===== src/rtl/input_cond_pkg.sv =====
// input_cond_pkg: state encodings and default constants shared by input-conditioning blocks
package input_cond_pkg;
   localparam logic [1:0] IDLE_LOW  = 2'b00;
   localparam logic [1:0] WAIT_HIGH = 2'b01;
   localparam logic [1:0] IDLE_HIGH = 2'b11;
   localparam logic [1:0] WAIT_LOW  = 2'b10;
   localparam int DEF_SYNC_STAGES = 2;
   localparam int DEF_DB_CYCLES   = 4;
endpackage


===== src/rtl/sync_chain.sv =====
// sync_chain: plain N-flop synchroniser for an asynchronous single-bit input
module sync_chain #(
   parameter int STAGES = 2
) (
   input  logic clk,
   input  logic rst,
   input  logic d,
   output logic q
);
   logic [STAGES-1:0] r;
   // shift the raw input through the chain with no logic between stages
   always_ff @(posedge clk or negedge rst)
      if (!rst) r <= '0;
      else r <= {r[STAGES-2:0], d};
   assign q = r[STAGES-1];
endmodule


===== src/rtl/input_debounce_edge.sv =====
// input_debounce_edge: synchronise and debounce a raw input, emitting rise/fall pulses and a toggle level
module input_debounce_edge
   import input_cond_pkg::*;
#(
   parameter int SYNC_STAGES = DEF_SYNC_STAGES,
   parameter int DB_CYCLES   = DEF_DB_CYCLES
) (
   input  logic clk,
   input  logic rst,
   input  logic din_raw,
   output logic d_clean,
   output logic rise,
   output logic fall,
   output logic toggle,
   output logic busy
);
   localparam int CNT_W = $clog2(DB_CYCLES + 1);
   localparam logic [CNT_W-1:0] CNT_ONE  = CNT_W'(1);
   localparam logic [CNT_W-1:0] CNT_LAST = CNT_W'(DB_CYCLES - 1);
   logic s;
   logic [1:0] state;
   logic [CNT_W-1:0] cnt;
   sync_chain #(.STAGES(SYNC_STAGES)) u_sync (
      .clk(clk),
      .rst(rst),
      .d(din_raw),
      .q(s)
   );
   // qualify each candidate level for DB_CYCLES consecutive samples; any bounce drops back to idle
   always_ff @(posedge clk or negedge rst)
      if (!rst) begin
         state   <= IDLE_LOW;
         cnt     <= '0;
         d_clean <= 1'b0;
         rise    <= 1'b0;
         fall    <= 1'b0;
         toggle  <= 1'b0;
         busy    <= 1'b0;
      end else begin
         rise <= 1'b0;
         fall <= 1'b0;
         case (state)
            IDLE_LOW:
               if (s) begin
                  state <= WAIT_HIGH;
                  cnt   <= CNT_ONE;
                  busy  <= 1'b1;
               end
            WAIT_HIGH:
               if (!s) begin
                  state <= IDLE_LOW;
                  cnt   <= '0;
                  busy  <= 1'b0;
               end else if (cnt == CNT_LAST) begin
                  state   <= IDLE_HIGH;
                  cnt     <= '0;
                  d_clean <= 1'b1;
                  rise    <= 1'b1;
                  toggle  <= ~toggle;
                  busy    <= 1'b0;
               end else cnt <= cnt + 1'b1;
            IDLE_HIGH:
               if (!s) begin
                  state <= WAIT_LOW;
                  cnt   <= CNT_ONE;
                  busy  <= 1'b1;
               end
            WAIT_LOW:
               if (s) begin
                  state <= IDLE_HIGH;
                  cnt   <= '0;
                  busy  <= 1'b0;
               end else if (cnt == CNT_LAST) begin
                  state   <= IDLE_LOW;
                  cnt     <= '0;
                  d_clean <= 1'b0;
                  fall    <= 1'b1;
                  busy    <= 1'b0;
               end else cnt <= cnt + 1'b1;
         endcase
      end
endmodule


===== config.mk =====
export PLATFORM = sky130hd
export DESIGN_NAME = input_debounce_edge
export DESIGN_NICKNAME = d
export VERILOG_FILES = /design/src/rtl/input_cond_pkg.sv /design/src/rtl/sync_chain.sv /design/src/rtl/input_debounce_edge.sv
export SDC_FILE = /design/constraint.sdc
export NUM_CORES = 1
export LEC_CHECK = 0
export CORE_MARGIN = 2
export CORE_UTILIZATION = 40
export DETAILED_ROUTE_END_ITERATION = 6
export GPL_TIMING_DRIVEN = 1
export PLACE_DENSITY = 0.67
export SLEW_MARGIN = 20
export SYNTH_ARGS = -nofsm -noshare
export SYNTH_HDL_FRONTEND = slang
export SYNTH_HIERARCHICAL = 1
export SYNTH_SLANG_ARGS = --single-unit

===== constraint.sdc =====
create_clock -name clk -period 2.5 [get_ports clk]
set_clock_uncertainty 0.2 [all_clocks]
set_input_delay 0.5 -clock clk [delete_from_list [all_inputs] [get_ports clk]]
set_output_delay 0.5 -clock clk [all_outputs]
set_load 0.005 [all_outputs]

==> impl_metrics.toml <==
[floorplan]
core.rowCount = 13
dieArea_sq_mm = 0.00183
i_o_pin_count = 8
die_boundary_width_um = 42.8
core-area_sq_mm = 0.00135
start_util = 0.445
fp.dieH_um = 42.8

[finish]
post-route-util = 0.529
drive_above_1_share = 0.136
antenna-diode-count = 0
finish.net_count = 69
area_growth_pct = 19.0
seq_cell_area_sq_um = 300
multiInputGateArea_sq_um = 270
final_non_filler_cell_area_sq_um = 714
filler_cell_count = 118

[cts]
clkTransAtPathRegs_ns = 0.07
tritoncts = "done"
cts_sinks = 12
cts.repair.resized = 0
cts_setup_buffers = 0
clk_path_buf_depth = 2
tritoncts.num_buffers = 3
postCtsHoldBufs = 0
clkLatencyLatePin_ns = 0.27
clock_tree.root_cell = "clkbuf_4"
clock_tree.htree_level_count = 1

[sta]
setup_total_neg_slack_ns = 0
timing_worst_slew_pin_value_ns = 0.511
slew-limit-headroom = 0.658
whs_ns = 0.152
timing_max_transition_violations_final = 0
unrepaired_setup_endpoints_after_global_routing = "no"
finalSetupViolations = 0
post-route-min-period_ns = 1.87
max_freq_mhz = 536
finalCritPeriodShare = 0.746
report.final.hold_viol_count = 0

[power_and_ir_drop]
power.leakage_nw = 0.336
max-vdd-ir-drop_mv = 0.626
cellPowerDensity_mw_per_mm2 = 1170

[routing]
drt-wirelength-per-cell_um = 12.1
detail_route.drc_violations = 0
number_of_nets_still_failing_antenna_checks_after_routing = 0
route.final.wire_length_um = 897
route.vias.total = 370
drt_pre_antenna_iters = 4
drt-vias-per-instance = 5.00
first_iter_violations = 6

[placement]
place.port_buffers = 7
hpwlAfterDp_um = 720
postPlaceCellArea_sq_um = 678
place.gp.congestion = 0.789

[synthesis]
yosysTopAreaCell = "dfrtp_1"
mappedNetlistNets = 58
seq_area_frac_synth = 0.500
postSynthCellCount = 49
synth_enable_flop_cells = 0
synth_top_cell_area_share = 0.500
synthesis.yosys.warnings = 6
average_instance_area_after_synthesis_sq_um = 12.3
yosys_most_used_dff = "dfrtp_1"
ys_ff_latch = 12
number_of_different_library_cells_in_the_post_synthesis_netlist = 21
largest_cells_by_area_after_synthesis = "dfrtp_1 50%, ha_1 13%, mux2_4 7.5%"
asyncSetResetFlopFracSynth = 1.00
syn-cell-area_sq_um = 601

[min_path]
hold_path.class = "reg -> reg"
min_path_cells = 0

[setup_path]
reg2reg_depth = 5
cp_data_arrival_time_ns = 1.82
setup.worst_path.class = "reg -> reg"
cp_max_fanout = 4
setup.worst_path.end_class = "flop"
critPathRequiredTime_ns = 2.45
critical_path_startpoint_category = "flop"

[grt]
antenna_violations_before_repair = 0
maximum_number_of_pins_on_one_net_before_global_route_repair = 13
grt-ovfl-total = 0
grt_first_pass_wirelength_um = 1600
vias_in_the_first_global_route = 363
groute.usage.overall = 0.122

[run]
cap_violations = 0

[outcome]
run_status = "finished clean"
## critical path, cell delays in order, from the launching register on
cell and delay (ns):
dfrtp_1 0.38, inv_1 0.10, ha_1 0.25, mux2_4 0.31
a21oi_4 0.20, mux2_4 0.32
## registers in the layout, summed over array words and instances (netlist names)
| signal | flops |
|---|---|
| fall | 1 |
| state | 2 |
| d_clean | 1 |
| toggle | 1 |
| busy | 1 |
| rise | 1 |
| cnt | 3 |
| u_sync/r | 2 |
## where the power goes
group / internal, mW / total, mW / switching, mW / leakage (nW)
Clock: 0.0885 / 0.149 / 0.0603 / 0.0210
Combinational: 0.203 / 0.392 / 0.189 / 0.164
Sequential: 0.256 / 0.296 / 0.0395 / 0.151
## synthesized netlist by cell type (all sizes together), types with 2 or more instances
library cell	n
nor2	3
dfrtp	12
ha	6
o21ai	2
a21oi	3
nand3b	2
inv	5
mux2i	2
mux2	3
## through the flow
stage | total power, mW | std cells | setup slack (ns)
finish | 0.836 | 74 | 0.634
global route | 0.913 | 74 | 0.559
CTS | 0.852 | 74 | 0.625
detailed placement | 0.699 | 70 | 0.640
global placement | 0.692 | 70 | 0.670
floorplan | 0.581 | 49 | 0.754
## final cells by class
class	instances	share of cell area
Sequential cell	12	0.420
Multi-Input combinational cell	31	0.378
Timing Repair Buffer	7	0.0981
Clock buffer	4	0.0508
Inverter	5	0.0263
Tap cell	15	0.0263
## routing by layer
metal | routed length (um) | track usage | share of wire
met1 | 422 | 0.137 | 0.47
met4 | 10 | 0.0375 | 0.011
met5 | 0 | 0 | 0
met3 | 57 | 0.0766 | 0.064
met2 | 407 | 0.191 | 0.45
## path summary, 6_finish.rpt
path	from	to	slack, ns
setup / recovery	state[0]$_DFFE_PN0P_	state[1]$_DFFE_PN0P_	0.63
hold / removal	u_sync/r[0]$_DFF_PN0_	u_sync/r[1]$_DFF_PN0_	0.15
setup reg to reg	state[0]$_DFFE_PN0P_	state[1]$_DFFE_PN0P_	0.63
hold reg to reg	u_sync/r[0]$_DFF_PN0_	u_sync/r[1]$_DFF_PN0_	0.15
max in group asynchronous	rst	busy$_DFFE_PN0P_	1.39
min in group asynchronous	rst	fall$_DFF_PN0_	0.37
## cells by family after synthesis
logic type               share of synthesized area
adder cells (fa/ha/maj)                      0.125
flip-flops                                   0.500
AND/OR/NAND/NOR                             0.0937
buffers and inverters                       0.0500
multiplexers                                 0.108
XOR/XNOR                                    0.0146
AO/OA/AOI/OAI                                0.108
## layout by cell type (no fill, tap or decap), drive strengths merged
master / synthesis / final
a21boi: 1 / 1
a21oi: 3 / 3
a31oi: 1 / 1
clkbuf: 0 / 4
clkdlybuf4s50: 0 / 7
dfrtp: 12 / 12
ha: 6 / 6
inv: 5 / 5
mux2: 3 / 3
mux2i: 2 / 2
nand2: 1 / 1
nand2b: 1 / 1
nand3b: 2 / 2
nand4: 1 / 1
nand4b: 1 / 1
nor2: 3 / 3
nor3: 1 / 1
o21ai: 2 / 2
o22ai: 1 / 1
o41ai: 1 / 1
xnor2: 1 / 1
(Power assumes the default switching activity.)
